[src/rtl/crtc_pkg.sv]
// crtc_pkg: CRTC register indices, reset defaults, raster state enum and sync helpers.
package crtc_pkg;
  localparam int R0 = 0, R1 = 1, R2 = 2, R3 = 3, R4 = 4, R5 = 5, R6 = 6, R7 = 7, R8 = 8;
  localparam int R9 = 9, R10 = 10, R11 = 11, R12 = 12, R13 = 13, R14 = 14, R15 = 15;
  localparam int R16 = 16, R17 = 17;
  localparam logic [7:0] R0_DEF = 8'h31, R1_DEF = 8'h28, R2_DEF = 8'h29, R3_DEF = 8'h0F;
  localparam logic [7:0] R4_DEF = 8'h28, R5_DEF = 8'h05, R6_DEF = 8'h19, R7_DEF = 8'h21;
  localparam logic [7:0] R8_DEF = 8'h00, R9_DEF = 8'h07, R10_DEF = 8'h00, R11_DEF = 8'h00;
  localparam logic [7:0] R12_DEF = 8'h00, R13_DEF = 8'h00, R14_DEF = 8'h00, R15_DEF = 8'h00;
  localparam logic [7:0] R16_DEF = 8'h00, R17_DEF = 8'h00;
  typedef enum logic {ACTIVE, ADJUST} crtc_state_t;
  // A programmed vsync width of 0 stands for the full 16 lines.
  function automatic logic [4:0] vsync_width(input logic [3:0] w);
    return (w == 4'd0) ? 5'd16 : {1'b0, w};
  endfunction
endpackage

[src/rtl/crtc_sync_pulse.sv]
// crtc_sync_pulse: registered sync pulse lasting width ticks from a start strobe; width 0 gives no pulse.
module crtc_sync_pulse (
  input  logic       clk16,
  input  logic       reset,
  input  logic       tick,
  input  logic       start,
  input  logic [4:0] width,
  output logic       pulse
);
  logic [4:0] left, left_n;
  always_comb left_n = start ? width : (left != 5'd0) ? left - 5'd1 : 5'd0;
  always_ff @(posedge clk16 or posedge reset)
    if (reset) begin
      left  <= 5'd0;
      pulse <= 1'b0;
    end else if (tick) begin
      left  <= left_n;
      pulse <= left_n != 5'd0;
    end
endmodule

[src/rtl/crtc_timing.sv]
// crtc_timing: 6545-compatible raster engine producing sync, display enable, MA and RA from live CRTC registers.
// Optional cursor output is built when CRTC_CURSOR_EN is defined.
module crtc_timing
  import crtc_pkg::*;
#(
  parameter int MA_WIDTH = 14,
  parameter int RA_WIDTH = 5
) (
  input  logic                clk16,
  input  logic                reset,
  input  logic                char_en,
  input  logic [7:0]          r0_h_total,
  input  logic [7:0]          r1_h_displayed,
  input  logic [7:0]          r2_hsync_pos,
  input  logic [7:0]          r3_sync_width,
  input  logic [6:0]          r4_v_total,
  input  logic [4:0]          r5_v_adjust,
  input  logic [6:0]          r6_v_displayed,
  input  logic [6:0]          r7_vsync_pos,
  input  logic [4:0]          r9_max_scan,
  input  logic [5:0]          r12_start_hi,
  input  logic [7:0]          r13_start_lo,
`ifdef CRTC_CURSOR_EN
  input  logic [6:0]          r10_cursor_start,
  input  logic [4:0]          r11_cursor_end,
  input  logic [5:0]          r14_cursor_hi,
  input  logic [7:0]          r15_cursor_lo,
  output logic                cursor,
`endif
  output logic                hsync,
  output logic                vsync,
  output logic                de,
  output logic [MA_WIDTH-1:0] ma,
  output logic [RA_WIDTH-1:0] ra,
  output logic                frame_start
);
  crtc_state_t state, state_n;
  logic [7:0] h, h_n;
  logic [6:0] row, row_n;
  logic [RA_WIDTH-1:0] ra_n;
  logic [RA_WIDTH:0] ra_inc;
  logic [MA_WIDTH-1:0] row_start, row_start_n, ma_n, start_addr;
  logic fresh, line_end, row_last, adj_last, frame_end;
  logic de_n, hs_start, vs_start;
  assign start_addr = MA_WIDTH'({r12_start_hi, r13_start_lo});
  always_ff @(posedge clk16 or posedge reset)
    if (reset) state <= ACTIVE;
    else if (char_en) state <= state_n;
  // fresh marks the first char_en after reset, which opens a frame without advancing.
  always_comb begin
    line_end = h >= r0_h_total;
    row_last = ra >= RA_WIDTH'(r9_max_scan);
    ra_inc = {1'b0, ra} + (RA_WIDTH + 1)'(1);
    adj_last = ra_inc >= (RA_WIDTH + 1)'(r5_v_adjust);
    frame_end = line_end && ((state == ADJUST) ? adj_last
                : row_last && row >= r4_v_total && r5_v_adjust == 5'd0);
    state_n = state;
    h_n = line_end ? 8'd0 : h + 8'd1;
    ra_n = ra;
    row_n = row;
    row_start_n = row_start;
    if (fresh || frame_end) begin
      state_n = ACTIVE;
      h_n = 8'd0;
      ra_n = '0;
      row_n = 7'd0;
      row_start_n = start_addr;
    end else if (line_end) begin
      if (state == ADJUST || !row_last) ra_n = ra_inc[RA_WIDTH-1:0];
      else begin
        ra_n = '0;
        row_start_n = row_start + MA_WIDTH'(r1_h_displayed);
        if (row >= r4_v_total) state_n = ADJUST;
        else row_n = row + 7'd1;
      end
    end
  end
  always_comb begin
    ma_n = row_start_n + MA_WIDTH'(h_n);
    de_n = h_n < r1_h_displayed && row_n < r6_v_displayed && state_n == ACTIVE;
    hs_start = h_n == r2_hsync_pos;
    vs_start = (fresh || line_end) && state_n == ACTIVE && row_n == r7_vsync_pos && ra_n == '0;
  end
  always_ff @(posedge clk16 or posedge reset)
    if (reset) begin
      h <= 8'd0;
      ra <= '0;
      row <= 7'd0;
      row_start <= '0;
      fresh <= 1'b1;
      de <= 1'b0;
      ma <= '0;
      frame_start <= 1'b0;
    end else begin
      frame_start <= char_en && (fresh || frame_end);
      if (char_en) begin
        h <= h_n;
        ra <= ra_n;
        row <= row_n;
        row_start <= row_start_n;
        fresh <= 1'b0;
        de <= de_n;
        ma <= ma_n;
      end
    end
  crtc_sync_pulse u_hsync (
    .clk16(clk16),
    .reset(reset),
    .tick(char_en),
    .start(hs_start),
    .width({1'b0, r3_sync_width[3:0]}),
    .pulse(hsync)
  );
  crtc_sync_pulse u_vsync (
    .clk16(clk16),
    .reset(reset),
    .tick(char_en && (fresh || line_end)),
    .start(vs_start),
    .width(vsync_width(r3_sync_width[7:4])),
    .pulse(vsync)
  );
`ifdef CRTC_CURSOR_EN
  logic [5:0] frame_cnt;
  logic blink_ok, cursor_n;
  always_comb begin
    blink_ok = r10_cursor_start[6] ? (r10_cursor_start[5] ? frame_cnt[5] : frame_cnt[4])
             : !r10_cursor_start[5];
    cursor_n = de_n && ma_n == MA_WIDTH'({r14_cursor_hi, r15_cursor_lo})
             && RA_WIDTH'(r10_cursor_start[4:0]) <= ra_n && ra_n <= RA_WIDTH'(r11_cursor_end)
             && blink_ok;
  end
  always_ff @(posedge clk16 or posedge reset)
    if (reset) begin
      frame_cnt <= 6'd0;
      cursor <= 1'b0;
    end else if (char_en) begin
      cursor <= cursor_n;
      if (frame_end) frame_cnt <= frame_cnt + 6'd1;
    end
`endif
endmodule

[config.mk]
export PLATFORM = sky130hd
export DESIGN_NAME = crtc_timing
export DESIGN_NICKNAME = d
export VERILOG_FILES = /design/src/rtl/crtc_pkg.sv /design/src/rtl/crtc_sync_pulse.sv /design/src/rtl/crtc_timing.sv
export SDC_FILE = /design/constraint.sdc
export NUM_CORES = 1
export LEC_CHECK = 0
export ABC_CLOCK_PERIOD_IN_PS = 4800
export BUFFER_PORTS_ARGS = -buffer_cell sky130_fd_sc_hd__buf_2
export CORE_MARGIN = 3
export CORE_UTILIZATION = 25
export DETAILED_ROUTE_END_ITERATION = 6
export HOLD_SLACK_MARGIN = 0.05
export PLACE_DENSITY = 0.54
export SKIP_CTS_REPAIR_TIMING = 1
export SLEW_MARGIN = 20
export SYNTH_ARGS = -nofsm -noshare
export SYNTH_HDL_FRONTEND = slang
export SYNTH_HIERARCHICAL = 1
export SYNTH_SLANG_ARGS = --single-unit
[constraint.sdc]
create_clock -name clk16 -period 4.8 [get_ports clk16]
set_clock_uncertainty 0.15 [all_clocks]
set_input_delay 0.24 -clock clk16 [delete_from_list [all_inputs] [get_ports clk16]]
set_output_delay 0.24 -clock clk16 [all_outputs]
set_load 0.03 [all_outputs]
== Word-level counts from Yosys, hierarchy flattened ==
Cells that the tools add are included.
Widths: inputs -> output; s select.

* Equal/unequal tests: 2
* Add/subtract/negate cells: 7
* Reductions and logical operators: 21
* Bitwise logic cells: 1
* Order comparisons: 6
* Mux-type cells: 22

{| class="wikitable"
|+ Operator list
! kind !! count
|-
| $mux 14 || 3
|-
| $mux 5 || 8
|-
| $add 14x8->14 || 2
|-
| $mux 7 || 4
|-
| $reduce_bool 5->1 || 4
|-
| $mux 8 || 2
|-
| $logic_and 1x1->1 || 10
|-
| $logic_not 5->1 || 2
|-
| $sub 5x1->5 const B || 2
|-
| $add 8x1->8 const B || 1
|-
| $eq 8x8->1 || 1
|-
| $ge 8x8->1 || 1
|-
| $lt 8x8->1 || 1
|-
| $add 7x1->7 const B || 1
|-
| $eq 7x7->1 || 1
|-
| $ge 7x7->1 || 1
|-
| $lt 7x7->1 || 1
|-
| $add 5x1->6 const B || 1
|-
| $ge 6x5->1 || 1
|-
| $ge 5x5->1 || 1
|-
| $mux 1 || 5
|-
| $logic_not 4->1 || 1
|-
| $logic_or 1x1->1 || 3
|-
| $logic_not 1->1 || 1
|-
| $not 1->1 || 1
|}

* Output and inout bits: 23
* Logic and storage cells: 72
* Register bits: 64
* Bits of input ports: 80

== Depth between registers and ports, before layout ==
* Depth in word-level cells: 13
* Mapped depth: 23

== Hierarchy ==
The synthesis kept the hierarchy.

{| class="wikitable"
|+ By module, submodules not included
! module !! times used !! area an instance (um^2) !! cells an instance !! seq. area each (um^2)
|-
| crtc_timing || 1 || 4730.8 || 536 || 1302.5
|-
| crtc_sync_pulse || 2 || 389.1 || 43 || 150.1
|}

== Worst setup path after synthesis ==
Ideal clock, no wire load.

* Path type: register to register
* From: reg ra[0]
* To: reg ma[13]
* Stages on the path, launching flop included: 23
* Slack: 0.078 ns
* Setup time: 0.082 ns
* Arrival: 4.490 ns
* Cells stage by stage: dfrtp_1 > ha_1 > nand3_1 > xnor2_1 > ha_1 > a311o_1 > a21oi_1 > o21ai_1 > nand2_1 > buf_2 > buf_2 > nor2_1 > a31oi_1 > ha_1 > a21o_1 > a21o_1 > a211oi_1 > o21ai_0 > a21o_1 > o211ai_1 > a21oi_1 > a31o_1 > a31oi_1

* Longest elaborated chain between the ends: 8

{| class="wikitable"
|+ RTL lines
! what !! line !! RTL
|-
| from (decl) || crtc_timing.sv:34 || <nowiki>output logic [RA_WIDTH-1:0] ra,</nowiki>
|-
| from (signal assigned) || crtc_timing.sv:98 || <nowiki>ra <= ra_n;</nowiki>
|-
| parallel branches: the longest is 6 deep, another holds $add 5x1->6 || - ||
|-
| $mux 14 * || crtc_timing.sv:62 || <nowiki>if (fresh || frame_end) begin</nowiki>
|-
| net row_start_n[1] || crtc_timing.sv:42 || <nowiki>logic [MA_WIDTH-1:0] row_start, row_start_n, ma_n, start_addr;</nowiki>
|-
| $add 14x8->14 * || crtc_timing.sv:79 || <nowiki>ma_n = row_start_n + MA_WIDTH'(h_n);</nowiki>
|-
| to (signal assigned) || crtc_timing.sv:103 || <nowiki>ma <= ma_n;</nowiki>
|-
| to (decl) || crtc_timing.sv:33 || <nowiki>output logic [MA_WIDTH-1:0] ma,</nowiki>
|}

Mark *: on every way through the listed nets, which the timed path passes.
A chain may end at the register's enable or synchronous reset.

== Worst setup path after layout ==
* From: reg ra[3]
* To: reg ma[13]

Same word-level chain as after synthesis.

==> impl_metrics.ini <==
[global_routing]
grt.overflow.total = 0
grt_pass1_vias = 4808
grt_start_max_net_pins = 53
antenna_found_initial = 0
grt_first_pass_wirelength_um = 25990
groute.usage.overall_pct = 13.74

[clock_tree]
clock_insertion_delay_worst_skew_ns = 0.34
clock_tree.root_cell = sky130_fd_sc_hd__clkbuf_16
cts-htree-levels = 3
clock_sink_count = 64
tritoncts_clock_tree = built
cts_buffers = 9
cts.path.max_buffers = 2
clk_transition_reported_paths_ns = 0.06

[route]
postRouteWirelength_um = 16340
detail_route.wl_per_cell_um = 16.10
post_drt_via_cell_ratio = 4.772
drt-pass1-iter-count = 5
vias = 4844
drc = 0
first_iter_violations = 252
antenna_left = 0

[critical_path]
cp-endpoint = ma[13]$_DFFE_PP0P_
cp-startpoint = ra[3]$_DFFE_PP0P_
rr_startpoint = ra[3]$_DFFE_PP0P_
worstRegToRegCells = 18
critPathLaunchType = flop
crit_path_max_fanout = 8
worst_ep_arrival_time_ns = 4.52
worst_setup_path_class = flop to flop
timing.reg2reg.setup_slack_ns = 0.39
regToRegEndpoint = ma[13]$_DFFE_PP0P_
worstSetupEndpointType = flop
required_ns = 4.91

[synthesis]
synthesis.area_sq_mm = 0.005509
synthesis.area_per_instance_sq_um = 8.857
yosys.area.top_type = sky130_fd_sc_hd__dfrtp_1
yosys-top-cells-area = sky130_fd_sc_hd__dfrtp_1 29%, sky130_fd_sc_hd__ha_1 13%, sky130_fd_sc_hd__mux2_2 6.3%, sky130_fd_sc_hd__xnor2_1 4.5%, sky130_fd_sc_hd__nor2_1 4.2%
synthCells = 622
synth.ff_latch_count = 64
yosysSeqAreaShare_pct = 29.09
post_synth_edffs = 0
synth_cell_types = 67
synthDominantCellAreaShare_pct = 28.62
synthArstFlopShare_pct = 100.0
dominantRegCellSynth = sky130_fd_sc_hd__dfrtp_1
yosysWarningCount = 6

[timing]
clock.fmax_mhz = 226.8
setup-tns-final_ns = 0
period_needed_ns = 4.410
grt_setup_unrepaired = false
slew_hr_pct = 50.22
finalSetupViolCount = 0
fin_crit_sh_pct = 91.88
tightest_slew_ns = 0.7467
maxSlewViolCount = 0
finalHoldViolations = 0

[worst_hold_path]
hold_path.class = primary input to flop

[power_and_ir_drop]
power.density_cell_area_mw_per_mm2 = 475.6
vdd_ir_drop_max_mv = 0.1917
power.leakage_nw = 3.280

[placed_design]
place.port_buffers = 102
placedInstanceArea_sq_mm = 0.006415
gp_routability_congestion = 0.8505
detailedPlacementHpwl_um = 12960

[run_status]
outcome = complete, no violations

[die]
start_util_pct = 25.80
dieWidth_um = 154.4
num_rows = 53
core_region_area_sq_mm = 0.02135
dieArea_sq_mm = 0.02385
pin_count = 103
chipHeight_um = 154.4

[finish]
synth_to_final_area_change_pct = 22.64
nNetsFinal = 876
layout-drive-gt1-share_pct = 26.89
final_common_cell = sky130_fd_sc_hd__buf_2
diodes = 0
layout.cell_area.non_filler_sq_mm = 0.006756
layout.cells.most_common_list = 102 x sky130_fd_sc_hd__buf_2, 62 x sky130_fd_sc_hd__nor2_1, 61 x sky130_fd_sc_hd__dfrtp_1, 60 x sky130_fd_sc_hd__inv_1, 58 x sky130_fd_sc_hd__ha_1

[job]
cap_viol_max_count = 0
==> layout make-up <==
class                      count  area [sq um]
tap                          275         344.1
clock inverter                 6         67.56
fill                        2285         14600
multi-input combinational    476          3601
clock buffer                  10         239.0
inverter                      61         229.0
timing repair buffer         123         670.6
sequential                    64          1605
==> per-stage QoR <==
stage / instances / hold WS, ns / utilization [%] / setup WS (ns) / power, mW
2_1_floorplan: 623 / -0.1190 / - / 0.07808 / 2.049
3_3_place_gp: 998 / 0.05191 / 30.04 / 0.2050 / 2.526
3_5_place_dp: 998 / 0.04623 / 30.04 / 0.1770 / 2.521
4_1_cts: 1014 / -0.3119 / 31.48 / 0.1681 / 3.234
5_1_grt: 1015 / 0.1090 / 31.64 / 0.007622 / 3.502
6_report: 1015 / 0.07922 / 31.64 / 0.3899 / 3.213
==> state kept, by name, summed over array words and instances, names as in the netlist, 5 cells and up <==
register	cells
u_hsync/left	5
ra	5
row_start	14
row	7
u_vsync/left	5
ma	14
h	8
==> per-layer routing <==
metal / up-vias / GRT usage (%) / routed length (um)
met4: 0 / 2.902 / 244
met1: 2270 / 18.92 / 7847
li1: 2452 / - / -
met2: 109 / 21.84 / 7445
met5: - / 0 / 0
met3: 13 / 3.497 / 799
==> cells by family (layout without fill, tap and decap cells) <==
family,count (synthesis),in the layout,share of synthesized area (%)
compound gates,150,150,18.28
xor+xnor,46,46,7.450
fa+ha+maj,61,61,14.13
buf+inv,83,200,6.019
flops,64,64,29.09
mux,40,40,7.972
other cells,1,2,0.06807
simple gates,177,177,16.99
==> worst max-delay path, stage by stage, from the launching register on <==
cell                       delay [ns]
sky130_fd_sc_hd__dfrtp_2         0.46
sky130_fd_sc_hd__ha_1            0.31
sky130_fd_sc_hd__a211oi_1        0.24
sky130_fd_sc_hd__o21ai_1         0.18
sky130_fd_sc_hd__o21a_1          0.21
sky130_fd_sc_hd__a311o_1         0.42
sky130_fd_sc_hd__nand2_1         0.19
sky130_fd_sc_hd__nor2_1          0.06
sky130_fd_sc_hd__a31oi_1         0.19
sky130_fd_sc_hd__ha_1            0.26
sky130_fd_sc_hd__a21o_1          0.16
sky130_fd_sc_hd__a21o_1          0.22
sky130_fd_sc_hd__a211oi_2        0.28
sky130_fd_sc_hd__o21ai_0         0.15
sky130_fd_sc_hd__a21o_1          0.20
sky130_fd_sc_hd__o211ai_1        0.13
sky130_fd_sc_hd__a21oi_1         0.14
sky130_fd_sc_hd__a31o_1          0.24
sky130_fd_sc_hd__a31oi_1         0.15
==> where the power goes <==
group          total [mW]  internal [mW]  switching (mW)  leakage (nW)
clock               0.678          0.418           0.260         0.145
combinational        1.64          0.732           0.905          2.34
sequential          0.898          0.712           0.186         0.798
==> cell usage after synthesis (4+ instances only) <==
master	instances
sky130_fd_sc_hd__o211ai_1	6
sky130_fd_sc_hd__and3_1	10
sky130_fd_sc_hd__ha_1	59
sky130_fd_sc_hd__dfrtp_1	63
sky130_fd_sc_hd__mux2i_1	9
sky130_fd_sc_hd__o21a_1	8
sky130_fd_sc_hd__nand3_1	16
sky130_fd_sc_hd__nand4_1	12
sky130_fd_sc_hd__o22ai_1	4
sky130_fd_sc_hd__clkbuf_1	16
sky130_fd_sc_hd__inv_1	61
sky130_fd_sc_hd__nor3b_1	5
sky130_fd_sc_hd__nor3_1	8
sky130_fd_sc_hd__buf_2	4
sky130_fd_sc_hd__a21o_1	9
sky130_fd_sc_hd__o21ai_0	36
sky130_fd_sc_hd__nor2_1	62
sky130_fd_sc_hd__nor3_2	5
sky130_fd_sc_hd__nand2_1	34
sky130_fd_sc_hd__a31oi_1	9
sky130_fd_sc_hd__xor2_1	17
sky130_fd_sc_hd__mux2_2	31
sky130_fd_sc_hd__xnor2_1	28
sky130_fd_sc_hd__a21oi_1	40
sky130_fd_sc_hd__a211oi_1	6
==> how the worst min path moves through the flow <==
stage / start / endpoint / slack (ns) / depth (start not counted)
after global placement: reset / u_vsync/left[2]$_DFFE_PP0P_ / 0.05 / 2
after global routing: r3_sync_width[3] / u_hsync/left[3]$_DFFE_PP0P_ / 0.11 / 3
after detailed placement: reset / u_vsync/left[2]$_DFFE_PP0P_ / 0.05 / 2
after floorplan: reset / u_hsync/left[0]$_DFFE_PP0P_ / -0.12 / 1
after CTS: reset / u_vsync/left[2]$_DFFE_PP0P_ / -0.31 / 2
final: r3_sync_width[0] / u_hsync/left[0]$_DFFE_PP0P_ / 0.08 / 3
Note: power is estimated with default switching activity, not from simulation.
